===== src/rtl/bcd_calc_sequencer.sv =====
// Purpose: sequencer for two-digit BCD add/subtract via one shared digit adder; optional result chaining (CALC_CHAIN_EN).
// Latency: equals at edge N -> CALC_LO N+1, CALC_HI N+2, SHOW/done N+3; key effects visible one cycle after strobe.
// Backpressure: none; strobes other than clear are dropped while busy, lower-priority strobes in a cycle are dropped.
module bcd_calc_sequencer (
   input  logic       CLOCK_50,
   input  logic       reset,
   input  logic [3:0] digit_in,
   input  logic       digit_valid,
   input  logic       op_add,
   input  logic       op_sub,
   input  logic       equals,
   input  logic       clear,
   output logic [3:0] disp_hi,
   output logic [3:0] disp_lo,
   output logic       op_is_sub,
   output logic [3:0] result_hi,
   output logic [3:0] result_lo,
   output logic       flag,
   output logic       busy,
   output logic       done
);

   typedef enum logic [2:0] {
      ENTER_A = 3'd0,
      ENTER_B = 3'd1,
      CALC_LO = 3'd2,
      CALC_HI = 3'd3,
      SHOW    = 3'd4
   } state_t;

   // One winning key event per cycle after priority resolution.
   typedef enum logic [2:0] {
      CMD_NONE   = 3'd0,
      CMD_CLEAR  = 3'd1,
      CMD_EQUALS = 3'd2,
      CMD_OP     = 3'd3,
      CMD_DIGIT  = 3'd4
   } cmd_t;

   state_t     state, state_nx;
   cmd_t       cmd;

   logic [3:0] a_hi, a_lo, b_hi, b_lo;
   logic [3:0] a_hi_nx, a_lo_nx, b_hi_nx, b_lo_nx;
   logic [3:0] res_hi_nx, res_lo_nx;
   logic [3:0] disp_hi_nx, disp_lo_nx;
   logic       carry, carry_nx;
   logic       op_is_sub_nx, flag_nx, busy_nx, done_nx;

   logic       digit_ok;
   logic       op_sel_sub;
   logic [3:0] beff_hi, beff_lo;
   logic [4:0] sum_lo, sum_hi;

   // One-digit BCD adder: {carry_out, digit}; binary sums above 9 get +6 correction.
   function automatic logic [4:0] bcd_add(input logic [3:0] x, input logic [3:0] y, input logic cin);
      logic [4:0] s;
      s = {1'b0, x} + {1'b0, y} + {4'b0000, cin};
      if (s > 5'd9)
         bcd_add = {1'b1, s[3:0] + 4'd6};
      else
         bcd_add = s;
   endfunction

   // Subtraction uses the nine's complement of each B digit plus carry-in on the ones digit.
   assign beff_lo = op_is_sub ? (4'd9 - b_lo) : b_lo;
   assign beff_hi = op_is_sub ? (4'd9 - b_hi) : b_hi;
   assign sum_lo  = bcd_add(a_lo, beff_lo, op_is_sub);
   assign sum_hi  = bcd_add(a_hi, beff_hi, carry);

   // Resolve simultaneous strobes: clear > equals > op > digit; non-BCD digits are not key presses.
   always_comb begin
      cmd        = CMD_NONE;
      digit_ok   = digit_valid && (digit_in <= 4'd9);
      op_sel_sub = op_sub && !op_add;
      if (clear)
         cmd = CMD_CLEAR;
      else if (equals)
         cmd = CMD_EQUALS;
      else if (op_add || op_sub)
         cmd = CMD_OP;
      else if (digit_ok)
         cmd = CMD_DIGIT;
   end

   // Next-state, operand/result datapath and registered-output values.
   always_comb begin
      state_nx     = state;
      a_hi_nx      = a_hi;
      a_lo_nx      = a_lo;
      b_hi_nx      = b_hi;
      b_lo_nx      = b_lo;
      res_hi_nx    = result_hi;
      res_lo_nx    = result_lo;
      carry_nx     = carry;
      op_is_sub_nx = op_is_sub;
      flag_nx      = flag;
      busy_nx      = 1'b0;
      done_nx      = 1'b0;
      disp_hi_nx   = 4'd0;
      disp_lo_nx   = 4'd0;

      case (state)
         ENTER_A: begin
            if (cmd == CMD_OP) begin
               op_is_sub_nx = op_sel_sub;
               b_hi_nx      = 4'd0;
               b_lo_nx      = 4'd0;
               state_nx     = ENTER_B;
            end else if (cmd == CMD_DIGIT) begin
               a_hi_nx = a_lo;
               a_lo_nx = digit_in;
            end
         end
         ENTER_B: begin
            if (cmd == CMD_EQUALS) begin
               state_nx = CALC_LO;
            end else if (cmd == CMD_OP) begin
               op_is_sub_nx = op_sel_sub;
            end else if (cmd == CMD_DIGIT) begin
               b_hi_nx = b_lo;
               b_lo_nx = digit_in;
            end
         end
         CALC_LO: begin
            res_lo_nx = sum_lo[3:0];
            carry_nx  = sum_lo[4];
            state_nx  = CALC_HI;
         end
         CALC_HI: begin
            res_hi_nx = sum_hi[3:0];
            // A missing final carry on subtraction means B > A: the result is the 100's complement.
            flag_nx   = sum_hi[4] ^ op_is_sub;
            state_nx  = SHOW;
         end
         SHOW: begin
            if (cmd == CMD_DIGIT) begin
               a_hi_nx  = 4'd0;
               a_lo_nx  = digit_in;
               b_hi_nx  = 4'd0;
               b_lo_nx  = 4'd0;
               flag_nx  = 1'b0;
               state_nx = ENTER_A;
            end
`ifdef CALC_CHAIN_EN
            else if (cmd == CMD_OP) begin
               // Chaining from an out-of-range result would start from a meaningless operand.
               if (!flag) begin
                  a_hi_nx      = result_hi;
                  a_lo_nx      = result_lo;
                  op_is_sub_nx = op_sel_sub;
                  b_hi_nx      = 4'd0;
                  b_lo_nx      = 4'd0;
                  flag_nx      = 1'b0;
                  state_nx     = ENTER_B;
               end
            end else if (cmd == CMD_EQUALS) begin
               a_hi_nx  = result_hi;
               a_lo_nx  = result_lo;
               state_nx = CALC_LO;
            end
`endif
         end
         default: state_nx = ENTER_A;
      endcase

      // clear overrides everything, including an in-flight calculation.
      if (cmd == CMD_CLEAR) begin
         state_nx     = ENTER_A;
         a_hi_nx      = 4'd0;
         a_lo_nx      = 4'd0;
         b_hi_nx      = 4'd0;
         b_lo_nx      = 4'd0;
         res_hi_nx    = 4'd0;
         res_lo_nx    = 4'd0;
         carry_nx     = 1'b0;
         op_is_sub_nx = 1'b0;
         flag_nx      = 1'b0;
      end

      busy_nx = (state_nx == CALC_LO) || (state_nx == CALC_HI);
      done_nx = (state_nx == SHOW) && (state != SHOW);

      case (state_nx)
         ENTER_A: begin
            disp_hi_nx = a_hi_nx;
            disp_lo_nx = a_lo_nx;
         end
         ENTER_B: begin
            disp_hi_nx = b_hi_nx;
            disp_lo_nx = b_lo_nx;
         end
         default: begin
            disp_hi_nx = res_hi_nx;
            disp_lo_nx = res_lo_nx;
         end
      endcase
   end

   // State and all outputs are registered; synchronous reset.
   always_ff @(posedge CLOCK_50) begin
      if (reset) begin
         state     <= ENTER_A;
         a_hi      <= 4'd0;
         a_lo      <= 4'd0;
         b_hi      <= 4'd0;
         b_lo      <= 4'd0;
         result_hi <= 4'd0;
         result_lo <= 4'd0;
         carry     <= 1'b0;
         op_is_sub <= 1'b0;
         flag      <= 1'b0;
         busy      <= 1'b0;
         done      <= 1'b0;
         disp_hi   <= 4'd0;
         disp_lo   <= 4'd0;
      end else begin
         state     <= state_nx;
         a_hi      <= a_hi_nx;
         a_lo      <= a_lo_nx;
         b_hi      <= b_hi_nx;
         b_lo      <= b_lo_nx;
         result_hi <= res_hi_nx;
         result_lo <= res_lo_nx;
         carry     <= carry_nx;
         op_is_sub <= op_is_sub_nx;
         flag      <= flag_nx;
         busy      <= busy_nx;
         done      <= done_nx;
         disp_hi   <= disp_hi_nx;
         disp_lo   <= disp_lo_nx;
      end
   end

endmodule


===== config.mk =====
export PLATFORM = sky130hd
export DESIGN_NAME = bcd_calc_sequencer
export DESIGN_NICKNAME = d
export VERILOG_FILES = /design/src/rtl/bcd_calc_sequencer.sv
export SDC_FILE = /design/constraint.sdc
export NUM_CORES = 1
export LEC_CHECK = 0
export CAP_MARGIN = 20
export CORE_UTILIZATION = 45
export DETAILED_ROUTE_END_ITERATION = 8
export PLACE_DENSITY = 0.65
export SLEW_MARGIN = 20
export SYNTH_ARGS = -nofsm -noshare
export SYNTH_HDL_FRONTEND = slang
export SYNTH_SLANG_ARGS = --single-unit

===== constraint.sdc =====
create_clock -name CLOCK_50 -period 3.37 [get_ports CLOCK_50]
set_input_delay 0.337 -clock CLOCK_50 [delete_from_list [all_inputs] [get_ports CLOCK_50]]
set_output_delay 0.337 -clock CLOCK_50 [all_outputs]
set_load 0.01 [all_outputs]

==> metrics <==
hold depth=2; most frequent cell after synthesis=dfxtp_1; # fillers=542; area of the multi-input gates=1583 um2; Critical-path top delay cell=dfxtp_1; Final Util=53.89%; Post-Synthesis Cells=294; skew final=0.003165 ns; Critical R2R Launch=b_lo[1]; pin count of the biggest net entering global routing=25; DRT Pass-1 Iters=4; via count=2,268; Final Setup Violations=0; Yosys cell types=73; IO Pins=31; CP arrival=3.23 ns; buffers added on ports=30; ys flop type=dfxtp_1; dominant cell type by area after synthesis=dfxtp_1; crit path capture type=flip-flop; diode count=0; CTS Hold Bufs=0; CP Cell Sequence=inv_1, ha_1, nand2_1, o21ai_0, ha_1, xor2_1, inv_1, ha_1, and2_1, nor4b_1, a211oi_2, mux2_2, o21ai_1; Core ar.=5473 um2; Crit path max-delay family=adder cells; GRT Total Usage=22.60%; worst reg2reg path depth=13; Seq cells post-synth=40; Worst Tran Pin Value=0.8169 ns; Initial DRC Count=110; register area share after synthesis=31.47%; Overflow after GRT=0; syn_nets=318; area delta synth->final=15.88%; min-delay src=flag; Die ar.=5960 um2; post-synthesis async set-or-reset flop share=0%; max-cap violations=0; top cell type's share of synthesized area=31.47%; Final GP Congestion=0.8615; first-pass GRT wire length=10,560 um; crit-path max FO=6; antenna violations before repair=0; antenna viol nets, final=0; Hold WC Path Type=reg -> reg; share of cells above drive strength 1=10.28%; DRC=0; CTS clk-pin slew, worst paths=0.08 ns; CP required=3.60 ns; slew margin rel.=45.18%; CTS tree=done; nets@finish=345; Max H-tree Level=2; Site Rows=27; fmax=333.2 MHz; Synth area leaders=dfxtp_1 (31%), ha_1 (4.9%), nand2_1 (4.0%); Synth Area per Inst=8.656 um2; Final period util=89.07%; final number of max-transition violations=0; Register Area=800.8 um2; number of flops mapped to enable cells by yosys=0; clock sink count=40; final wirelength=6327 um; drt via density=5.771; Chip Width=77.20 um; total negative slack=0 ns; Synth Cell Area=2545 um2; most instantiated cells after synthesis=dfxtp_1 (40), nand2_1 (27), nor2_1 (26); PD cells=307.3 nW/um2; most numerous cell on the critical path=ha_1; estimated wirelength of the detail-placed design=4812 um; number of global-route vias before repair=2,127; critical path class=reg -> reg; Leak=0.0009813 uW; Resize count post-CTS=0; CTS max path bufs=2; CP startpoint kind=flip-flop; CTS Buf Count=5; FF-to-FF End=disp_lo[2]; Chip Height=77.20 um; CP peak stage delay=0.45 ns; Crit path buffers/inverters=2; Wirelength per Cell=16.10 um; Setup Fix Bufs, Post-CTS=0; Worst-Skew Late Latency=0.29 ns; RSZ-0062 raised after global routing=false; clock root buffer=clkbuf_8; run status=complete, no violations; min Tclk post-route=3.002 ns; Yosys warning total=0; r2r setup slk=0.37 ns; final hold vios=0; Worst Hold Path EP=flag; maximum vdd drop=0.1647 mV; Initial Utilization=46.50%
[cell type report]
cell class              count  share of cell area [%]
clock buffers               7                   3.267
inverters                  13                   1.655
multi-input cells         227                   53.67
flip-flops and latches     40                   27.15
repair buffers             34                   11.20
well taps                  72                   3.055
[per-stage QoR]
step / area, um2 / cells / hold WS (ns) / worst slack (ns) / power [uW]
after floorplan: 2545 / 294 / 0.4061 / 0.3171 / 532.7
after global placement: 2853 / 386 / 0.4757 / 0.5058 / 562.4
after detailed placement: 2853 / 386 / 0.4730 / 0.3839 / 562.7
after CTS: 2949 / 393 / 0.4823 / 0.3697 / 909.3
after global routing: 2949 / 393 / 0.5179 / 0.1442 / 936.4
final: 2949 / 393 / 0.4852 / 0.3685 / 906.3
[per-layer routing]
metal | track usage, % | vias to the layer above | wire length, um
met5 | 0 | - | 0
met4 | 7.925 | 0 | 68
met3 | 4.286 | 7 | 325
met2 | 37.35 | 59 | 2999
met1 | 29.15 | 1066 | 2934
li1 | - | 1136 | -
[tightest hold or removal path: stages, from the launching register on]
cell and delay (ns):
dfxtp_1 0.31, nand4_1 0.06, nand3_1 0.06
[kinds of logic (layout without fill, tap and decap cells)]
group           Yosys count  count (layout)  share of synthesized area, %
compound gates           82              82                         23.40
xor+xnor                  7               7                         2.409
fa+ha+maj                13              13                         7.276
buf+inv                  27              54                         6.342
flops                    40              40                         31.47
mux                       8               8                         3.441
simple gates            117             117                         25.66
[report_power, final]
part | switching [uW] | internal [uW]
sequential | 2.40 | 473
clock | 171 | 183
combinational | 47.3 | 29.3
total | 221 | 685
[cells in the final DEF (no fill, tap or decap), types with 6 or more instances in the layout]
| master | synthesis | layout |
|---|---|---|
| a211oi_1 | 7 | 7 |
| a21oi_1 | 16 | 16 |
| and2_1 | 6 | 6 |
| clkbuf_8 | 3 | 7 |
| clkdlybuf4s50_1 | 0 | 30 |
| dfxtp_1 | 40 | 40 |
| ha_1 | 10 | 10 |
| inv_1 | 13 | 13 |
| nand2_1 | 27 | 27 |
| nand3_1 | 9 | 9 |
| nand4_1 | 6 | 6 |
| nor2_1 | 26 | 26 |
| nor2b_1 | 6 | 6 |
| nor3_1 | 8 | 8 |
| o21ai_0 | 13 | 13 |
[worst max path at each step]
stage | from | to | slack [ns] | depth (start not counted)
global placement | b_lo[1] | disp_lo[2] | 0.51 | 13
floorplan | op_is_sub | disp_hi[3] | 0.32 | 10
detailed placement | b_lo[1] | disp_lo[2] | 0.38 | 13
global route | b_lo[1] | disp_lo[2] | 0.14 | 13
finish | b_lo[1] | disp_lo[2] | 0.37 | 13
CTS | b_lo[1] | disp_lo[2] | 0.37 | 13
[flip-flops by register name (all words and copies together) (netlist names), 3 cells and up]
name and count:
disp_lo 4, disp_hi 4, b_hi 4, result_hi 4, b_lo 4, state 3
a_hi 4, result_lo 4, a_lo 4
(Power assumes the default switching activity.)
